--- config.mk ---
export PLATFORM = sky130hd
export DESIGN_NAME = spi_txn_sequencer
export DESIGN_NICKNAME = d
export VERILOG_FILES = /design/src/rtl/spi_txn_sequencer.sv
export SDC_FILE = /design/constraint.sdc
export NUM_CORES = 1
export LEC_CHECK = 0
export ABC_AREA = 1
export CAP_MARGIN = 10
export CORE_UTILIZATION = 57
export DETAILED_ROUTE_END_ITERATION = 8
export PLACE_DENSITY = 0.77
export SYNTH_ARGS = -nofsm -noshare
export SYNTH_HDL_FRONTEND = slang
export SYNTH_HIERARCHICAL = 1
export SYNTH_SLANG_ARGS = --single-unit
--- constraint.sdc ---
create_clock -name i_Clk -period 2.71 [get_ports i_Clk]
set_input_delay 0.271 -clock i_Clk [delete_from_list [all_inputs] [get_ports i_Clk]]
set_output_delay 0.271 -clock i_Clk [all_outputs]
set_load 0.05 [all_outputs]
--- src/rtl/spi_txn_sequencer.sv ---
// Frames a {last, byte} command stream into chip-select transactions for SPI_Controller_With_Single_CS.
// Define SPI_SEQ_RSP_EN to build the response FIFO, RX last-marking counter and overflow flag.

module spi_seq_fifo #(
    parameter int W     = 8,
    parameter int DEPTH = 8
) (
    input  logic         clk,
    input  logic         rst_n,
    input  logic         push,
    input  logic         pop,
    input  logic [W-1:0] wdata,
    output logic [W-1:0] rdata,
    output logic         empty,
    output logic         full
);
    localparam int AW = $clog2(DEPTH);

    // Pointers carry one extra wrap bit so full and empty are distinguishable.
    logic [AW:0]  wr_ptr_q, wr_ptr_d;
    logic [AW:0]  rd_ptr_q, rd_ptr_d;
    logic [W-1:0] mem_q [DEPTH];
    logic         do_push, do_pop;

    always_comb begin
        empty    = (wr_ptr_q == rd_ptr_q);
        full     = (wr_ptr_q[AW] != rd_ptr_q[AW]) && (wr_ptr_q[AW-1:0] == rd_ptr_q[AW-1:0]);
        do_push  = push && !full;
        do_pop   = pop && !empty;
        wr_ptr_d = wr_ptr_q + {{AW{1'b0}}, do_push};
        rd_ptr_d = rd_ptr_q + {{AW{1'b0}}, do_pop};
        rdata    = mem_q[rd_ptr_q[AW-1:0]];
    end

    always_ff @(posedge clk or negedge rst_n) begin
        if (!rst_n) begin
            wr_ptr_q <= '0;
            rd_ptr_q <= '0;
        end else begin
            wr_ptr_q <= wr_ptr_d;
            rd_ptr_q <= rd_ptr_d;
        end
    end

    always_ff @(posedge clk) begin
        if (do_push) begin
            mem_q[wr_ptr_q[AW-1:0]] <= wdata;
        end
    end
endmodule

module spi_txn_sequencer #(
    parameter int MAX_BYTES_PER_CS = 2,
    parameter int FIFO_DEPTH       = 8,
    localparam int CW              = $clog2(MAX_BYTES_PER_CS + 1)
) (
    input  logic          i_Clk,
    input  logic          i_Rst_L,
    input  logic          i_Cmd_Valid,
    output logic          o_Cmd_Ready,
    input  logic [7:0]    i_Cmd_Byte,
    input  logic          i_Cmd_Last,
    output logic [CW-1:0] o_TX_Count,
    output logic [7:0]    o_TX_Byte,
    output logic          o_TX_DV,
    input  logic          i_TX_Ready,
    input  logic          i_RX_DV,
    input  logic [7:0]    i_RX_Byte,
    output logic          o_Rsp_Valid,
    input  logic          i_Rsp_Ready,
    output logic [7:0]    o_Rsp_Byte,
    output logic          o_Rsp_Last,
    output logic          o_Busy,
    output logic          o_Err_Len,
    output logic          o_Rsp_Overflow
);
    localparam logic [CW-1:0] MAX_LEN = CW'(MAX_BYTES_PER_CS);

    typedef enum logic [1:0] {
        ST_IDLE  = 2'd0,
        ST_ISSUE = 2'd1,
        ST_GAP   = 2'd2,
        ST_WAIT  = 2'd3
    } state_e;

    state_e        state_q, state_d;
    logic [CW-1:0] remain_q, remain_d;
    logic [CW-1:0] tx_count_q, tx_count_d;
    logic [CW-1:0] run_len_q, run_len_d;
    logic          err_len_q, err_len_d;

    logic          cmd_push, cmd_pop, cmd_empty, cmd_full;
    logic [8:0]    cmd_head;
    logic          len_push, len_pop, len_empty, len_full;
    logic [CW-1:0] len_head, run_len_inc;

    assign cmd_push = i_Cmd_Valid && o_Cmd_Ready;
    assign cmd_pop  = (state_q == ST_ISSUE);

    spi_seq_fifo #(.W(9), .DEPTH(FIFO_DEPTH)) u_cmd_fifo (
        .clk   (i_Clk),
        .rst_n (i_Rst_L),
        .push  (cmd_push),
        .pop   (cmd_pop),
        .wdata ({i_Cmd_Last, i_Cmd_Byte}),
        .rdata (cmd_head),
        .empty (cmd_empty),
        .full  (cmd_full)
    );

    // Every length entry stands for at least one byte already in the command FIFO, so it never overflows.
    spi_seq_fifo #(.W(CW), .DEPTH(FIFO_DEPTH)) u_len_fifo (
        .clk   (i_Clk),
        .rst_n (i_Rst_L),
        .push  (len_push),
        .pop   (len_pop),
        .wdata (run_len_inc),
        .rdata (len_head),
        .empty (len_empty),
        .full  (len_full)
    );

    always_comb begin
        run_len_inc = run_len_q + 1'b1;
        len_push    = 1'b0;
        run_len_d   = run_len_q;
        err_len_d   = err_len_q;
        if (cmd_push) begin
            if (i_Cmd_Last || (run_len_inc == MAX_LEN)) begin
                len_push  = 1'b1;
                run_len_d = '0;
                err_len_d = err_len_q | !i_Cmd_Last;
            end else begin
                run_len_d = run_len_inc;
            end
        end
    end

    always_comb begin
        state_d    = state_q;
        remain_d   = remain_q;
        tx_count_d = tx_count_q;
        len_pop    = 1'b0;
        case (state_q)
            ST_IDLE: begin
                if (!len_empty && i_TX_Ready) begin
                    len_pop    = 1'b1;
                    tx_count_d = len_head;
                    remain_d   = len_head;
                    state_d    = ST_ISSUE;
                end
            end
            ST_ISSUE: begin
                remain_d = remain_q - 1'b1;
                state_d  = ST_GAP;
            end
            // The controller's ready still reflects the byte just strobed, so skip one cycle.
            ST_GAP: state_d = ST_WAIT;
            ST_WAIT: begin
                if (remain_q == '0) begin
                    state_d = ST_IDLE;
                end else if (i_TX_Ready) begin
                    state_d = ST_ISSUE;
                end
            end
            default: state_d = ST_IDLE;
        endcase
    end

    always_ff @(posedge i_Clk or negedge i_Rst_L) begin
        if (!i_Rst_L) begin
            state_q    <= ST_IDLE;
            remain_q   <= '0;
            tx_count_q <= '0;
            run_len_q  <= '0;
            err_len_q  <= 1'b0;
        end else begin
            state_q    <= state_d;
            remain_q   <= remain_d;
            tx_count_q <= tx_count_d;
            run_len_q  <= run_len_d;
            err_len_q  <= err_len_d;
        end
    end

    assign o_Cmd_Ready = !cmd_full;
    assign o_TX_DV     = (state_q == ST_ISSUE);
    assign o_TX_Byte   = o_TX_DV ? cmd_head[7:0] : 8'h00;
    assign o_TX_Count  = tx_count_q;
    assign o_Busy      = (state_q != ST_IDLE) || !cmd_empty;
    assign o_Err_Len   = err_len_q;

`ifdef SPI_SEQ_RSP_EN
    logic [CW-1:0] rx_len_q, rx_len_d;
    logic [CW-1:0] rx_cnt_q, rx_cnt_d, rx_cnt_inc;
    logic          rx_last, ovf_q, ovf_d;
    logic          rsp_pop, rsp_empty, rsp_full;
    logic [8:0]    rsp_head;

    // The received count keeps advancing on dropped bytes so later last markers stay aligned.
    always_comb begin
        rx_len_d   = len_pop ? len_head : rx_len_q;
        rx_cnt_inc = rx_cnt_q + 1'b1;
        rx_last    = (rx_cnt_inc == rx_len_q);
        rx_cnt_d   = rx_cnt_q;
        ovf_d      = ovf_q;
        if (i_RX_DV) begin
            rx_cnt_d = rx_last ? '0 : rx_cnt_inc;
            ovf_d    = ovf_q | rsp_full;
        end
    end

    always_ff @(posedge i_Clk or negedge i_Rst_L) begin
        if (!i_Rst_L) begin
            rx_len_q <= '0;
            rx_cnt_q <= '0;
            ovf_q    <= 1'b0;
        end else begin
            rx_len_q <= rx_len_d;
            rx_cnt_q <= rx_cnt_d;
            ovf_q    <= ovf_d;
        end
    end

    assign rsp_pop = o_Rsp_Valid && i_Rsp_Ready;

    spi_seq_fifo #(.W(9), .DEPTH(FIFO_DEPTH)) u_rsp_fifo (
        .clk   (i_Clk),
        .rst_n (i_Rst_L),
        .push  (i_RX_DV),
        .pop   (rsp_pop),
        .wdata ({rx_last, i_RX_Byte}),
        .rdata (rsp_head),
        .empty (rsp_empty),
        .full  (rsp_full)
    );

    assign o_Rsp_Valid    = !rsp_empty;
    assign o_Rsp_Byte     = o_Rsp_Valid ? rsp_head[7:0] : 8'h00;
    assign o_Rsp_Last     = o_Rsp_Valid && rsp_head[8];
    assign o_Rsp_Overflow = ovf_q;

    logic unused_ok;
    assign unused_ok = ^{len_full, cmd_head[8]};
`else
    assign o_Rsp_Valid    = 1'b0;
    assign o_Rsp_Byte     = 8'h00;
    assign o_Rsp_Last     = 1'b0;
    assign o_Rsp_Overflow = 1'b0;

    logic unused_ok;
    assign unused_ok = ^{len_full, cmd_head[8], i_RX_DV, i_RX_Byte, i_Rsp_Ready};
`endif
endmodule

After elaboration in Yosys (flattened, before gate mapping) --
Memory sizes are Yosys's and may differ from the RTL's. Cells that the tools add are included. W data, S select, Z words.
Word-level totals: memory bits (read-only) 0, memory bits (writable) 88, bits in latches 0, logic and storage cells 69, input bits 23, flip-flop bits (word level) 25, output and inout port bits 25, memories 2
Operators by class: magnitude comparators 0, equality and inequality tests 12, multiply operators 0, reduce and logical (&&, ||, !) cells 23, divide/modulo/power cells 0, muxes and demuxes 16, bitwise gates (word level) 1, shifts and indexed selects 0, $add $sub $neg 6
Memory list:
- u_cmd_fifo.mem_q | words 8, width 9, rd ports 1, clocked after Yosys merged registers in 0, wr ports 1, line 22 | logic [W-1:0] mem_q [DEPTH];
- u_len_fifo.mem_q | words 8, width 2, rd ports 1, clocked after Yosys merged registers in 0, wr ports 1, line 22
Operator list (count):
- $add A4 B1 Y4 | 4
- $mux W2 | 5
- $eq A4 B4 Y1 | 2
- $logic_and A1 B1 Y1 | 8
- $mux W1 | 8
- $mux W8 | 1
- $pmux W2 S4 | 1
- $reduce_and A2 Y1 | 4
- $eq A2 B2 Y1 const B | 3
- $eq A3 B3 Y1 | 2
- $logic_not A1 Y1 | 5
- $logic_not A2 Y1 | 2
- $pmux W2 S2 | 1
- $reduce_bool A2 Y1 | 2
- $ne A3 B3 Y1 const B | 1
- $add A2 B1 Y2 const B | 1
- $eq A2 B1 Y1 const B | 1
- $logic_or A1 B1 Y1 | 2
- $ne A1 B1 Y1 | 2
- $ne A2 B2 Y1 const B | 1
- $sub A2 B1 Y2 const B | 1
- $or A1 B1 Y1 | 1

Depth between registers and ports, before layout --
word-level depth 8, depth in mapped cells 14

By module --
Netlist, hierarchy kept.
Modules (own cells, without submodules):
- spi_seq_fifo (u_cmd_fifo) | area an instance 3324.4 um^2, cells each 280, times used 1
- spi_seq_fifo (u_len_fifo) | area an instance 1134.8 um^2, cells each 109, times used 1
- spi_txn_sequencer | area an instance 728.2 um^2, cells each 104, times used 1

Least setup slack after synthesis --
OpenSTA, ideal clock, no wires.
path kind register to register, start point register u_cmd_fifo.rd_ptr_q[1], end point register u_len_fifo.wr_ptr_q[2], slack 794 ps, arrival time 1794 ps, period minus slack after synthesis 1916 ps, cell stages (with the launch flop) 13, data required time 2588 ps, path through dfrtp_1 > buf_4 > xnor2_2 > nand4_2 > inv_1 > nor2_4 > nand2_1 > inv_1 > nand2_4 > inv_1 > ha_1 > ha_1 > xor2_1
On the way: word-level cells in the longest chain between the ends 7
RTL lines:
- start, declared | line 21 | logic [AW:0] rd_ptr_q, rd_ptr_d;
- start signal, assigned | line 41 | rd_ptr_q <= rd_ptr_d;
- $eq A3 B3 Y1 | line 27 | full = (wr_ptr_q[AW] != rd_ptr_q[AW]) && (wr_ptr_q[AW-1:0] == rd_ptr_q[AW-1:0]);
- $logic_and A1 B1 Y1 | line 27
- named net cmd_full | line 92 | logic cmd_push, cmd_pop, cmd_empty, cmd_full;
- $logic_not A1 Y1 | line 186 | assign o_Cmd_Ready = !cmd_full;
- $logic_and A1 B1 Y1 | line 97 | assign cmd_push = i_Cmd_Valid && o_Cmd_Ready;
- named net cmd_push | line 92
- $mux W1 | line 128 | if (cmd_push) begin
- named net len_push | line 94 | logic len_push, len_pop, len_empty, len_full;
- $logic_and A1 B1 Y1 | line 28 | do_push = push && !full;
- $add A4 B1 Y4 | line 30 | wr_ptr_d = wr_ptr_q + {{AW{1'b0}}, do_push};
- named net u_len_fifo.wr_ptr_d[2] | line 20 | logic [AW:0] wr_ptr_q, wr_ptr_d;
- end signal, assigned | line 40 | wr_ptr_q <= wr_ptr_d;
- end, declared | line 20
The timed path passes the listed nets, and every way through them passes these cells. A chain may end at the register's enable or synchronous reset.

Worst setup path after layout --
start point register u_cmd_fifo.rd_ptr_q[0], end point output port o_TX_Byte[1]
On the way: word-level cells in the longest chain between the ends 2
RTL lines:
- $mem_v2 Z8 W9
- named net cmd_head[1] | line 93 | logic [8:0] cmd_head;
- $mux W8 | line 188 | assign o_TX_Byte = o_TX_DV ? cmd_head[7:0] : 8'h00;
- end, declared | line 64 | output logic [7:0] o_TX_Byte,
The timed path passes the listed nets, and every way through them passes these cells.

==> impl_metrics.yaml <==
clocking:
  htreeDepth: 3
  root_buffer: "clkbuf_8"
  cts_buffers: 9
  clock_latency_ns: 0.36
  cts_tree: "built"
  cts_resized: 0
  cts_sinks: 105
  clk_pin_slew_ns: 0.10
  cts_setup_buffers: 0
  holdBufCountCts: 0
  clockBufferDepth: 2
detailed_routing:
  drt-wirelength-per-cell_um: 14.5
  num_vias: 3192
  vias_per_cell: 5.20
  dr.first_iter.drc_count: 221
  first_pass_iters: 5
  drtAntennaViolNets: 0
  wl_um: 8910
  drc: 0
power_and_ir_drop:
  powerDensity_mw_per_mm2: 499
  switching_power_w: 0.000596
  swShare_pct: 22.2
  power.total_w: 0.00269
  seq_power_share_pct: 64.5
  vdd_ir_drop_max_v: 0.000385
  power.leakage_nw: 2.32
  p_int_w: 0.00210
  pwr-share-comb_pct: 3.2
  clockPowerShare_pct: 32.3
logic_synthesis:
  netlist_area_mm2: 0.00488
  yosysWarnings: 6
  syn_avg_cell_area_um2: 10.4
  synth_cells: 469
critical_path:
  path_cells: "buf_4, nor2_1, nor2_1, o21ai_1, o21ai_1, nand2_1, nand2_1, nand2_1, inv_1, buf_4"
  worst_path_most_repeated_cell: "nand2_1"
  worstSetupEndpointType: "output port"
  r2r_slack_ns: 0.50
  critical_path_class: "reg -> out"
  crit_slowest_cell: "dfrtp_1"
  critPathLaunchType: "register"
  r2r_cells: 13
  rr_endpoint: "u_len_fifo/wr_ptr_q[2]"
  slowest_delay_ns: 0.60
  required_ns: 2.44
  reg2reg_from: "u_cmd_fifo/rd_ptr_q[2]"
  worstPathArrival_ns: 2.11
  crit_fanout: 23
timing:
  max_freq_ghz: 0.419
  finalCritPeriodShare_pct: 88.0
  finalHoldViolCount: 0
  fin_crit_ns: 2.38
  finalSetupTns_ns: 0
  finClkSkew_ns: 0.0109
  rsz0062_at_grt: "false"
  worst_slack_ns: 0.325
  slew_violations: 0
  setup_viol: 0
final_layout:
  fin_nets: 541
  drive_above_1_share_pct: 12.2
  antenna_cells: 0
  fill_cells: 628
  synthToLayoutAreaGrowth_pct: 10.6
  fin_cells: 614
job:
  max-cap-violations: 0
placed_design:
  dpl.cell_count: 598
  portBuffers: 26
  dp_hpwl_um: 6090
  place.gp.congestion: 0.775
  dpl_worst_slack_ns: 0.508
global_routing:
  grt_pass1_vias: 3173
  antenna_found_initial: 0
  track_usage_pct: 22.6
  grt_overflow: 0
  grt_start_max_net_pins: 35
  grt_pass1_wl_um: 14800
floorplanning:
  die_h_um: 94.5
  coreArea_mm2: 0.00826
  dieArea_mm2: 0.00893
  die_w_um: 94.5
  initial_core_util_pct: 59.1
  rows: 33
  io_pins: 48
outcome:
  status: "finished, final reports clean"
hold_path:
  hold_class: "in -> async"
[power groups by stage]
| stage | sequential, W | clock, W | combinational (W) |
|---|---|---|---|
| CTS | 0.00174 | 0.000894 | 0.0000859 |
| detailed placement | 0.00177 | 0 | 0.0000861 |
| global placement | 0.00177 | 0 | 0.0000837 |
| global route | 0.00174 | 0.000969 | 0.0000934 |
| finish | 0.00174 | 0.000870 | 0.0000852 |
| floorplan | 0.00177 | 0 | 0.0000534 |
[cells in the final DEF (no fill, tap or decap), drive strengths merged]
cell type      count
buf               28
clkbuf             9
clkdlybuf4s50     16
clkinv             4
clkinvlp           2
conb              11
dfrtp             25
edfxtp            80
ha                14
inv               46
nand2             85
nand3             30
nand4              2
nor2              82
o21ai             64
o21bai             1
xnor2              2
xor2               8
[critical path, delay by kind of cell (launching register included)]
kind            cells  cell delay (ns)
buf+inv             3             0.60
flops               1             0.60
simple gates        5             0.39
compound gates      2             0.18
[registers in the layout, indices dropped and copies added (netlist names)]
register,flops
u_cmd_fifo/mem_q,64
u_cmd_fifo/wr_ptr_q,4
u_len_fifo/rd_ptr_q,4
u_len_fifo/wr_ptr_q,4
o_Err_Len,1
remain_q,2
u_len_fifo/mem_q,16
o_TX_Count,2
u_cmd_fifo/rd_ptr_q,4
state_q,2
run_len_q,2
[per-layer routing]
metal | routed length, um | part of all wire (%) | GRT usage [%]
met1 | 3730 | 42 | 27.3
met2 | 4630 | 52 | 39.0
met3 | 399 | 4.5 | 4.83
met4 | 140 | 1.6 | 10.5
met5 | 0 | 0 | 0
[through the flow]
| step | area, um^2 | utilization [%] | hold slack [ns] |
|---|---|---|---|
| global placement | 5220 | 63.2 | 0.461 |
| detailed placement | 5220 | 63.2 | 0.465 |
| global route | 5400 | 65.3 | 0.275 |
| floorplan | 4920 | - | -0.0246 |
| finish | 5400 | 65.3 | 0.264 |
| CTS | 5400 | 65.3 | 0.262 |
[layout make-up]
cell class                      count  area [um^2]  area share [%]
Multi-Input combinational cell    299         1490            27.6
Sequential cell                   105         3030            56.1
Clock inverter                      7         52.6           0.974
Tap cell                          105          131            2.44
Clock buffer                        9          124            2.30
Inverter                           45          175            3.25
Timing Repair Buffer               44          395            7.33
[worst max-delay path by stage]
stage | startpoint | cells past startpoint | slack (ns) | to
floorplan | u_cmd_fifo/rd_ptr_q[1] | 12 | 0.80 | u_len_fifo/wr_ptr_q[2]
global placement | u_cmd_fifo/rd_ptr_q[2] | 13 | 0.56 | u_len_fifo/wr_ptr_q[2]
detailed placement | u_cmd_fifo/rd_ptr_q[0] | 12 | 0.51 | u_len_fifo/wr_ptr_q[2]
CTS | u_cmd_fifo/rd_ptr_q[0] | 10 | 0.30 | o_TX_Byte[5]
global route | u_cmd_fifo/rd_ptr_q[0] | 10 | 0.07 | o_TX_Byte[5]
finish | u_cmd_fifo/rd_ptr_q[0] | 10 | 0.33 | o_TX_Byte[1]
(Power assumes the default switching activity.)
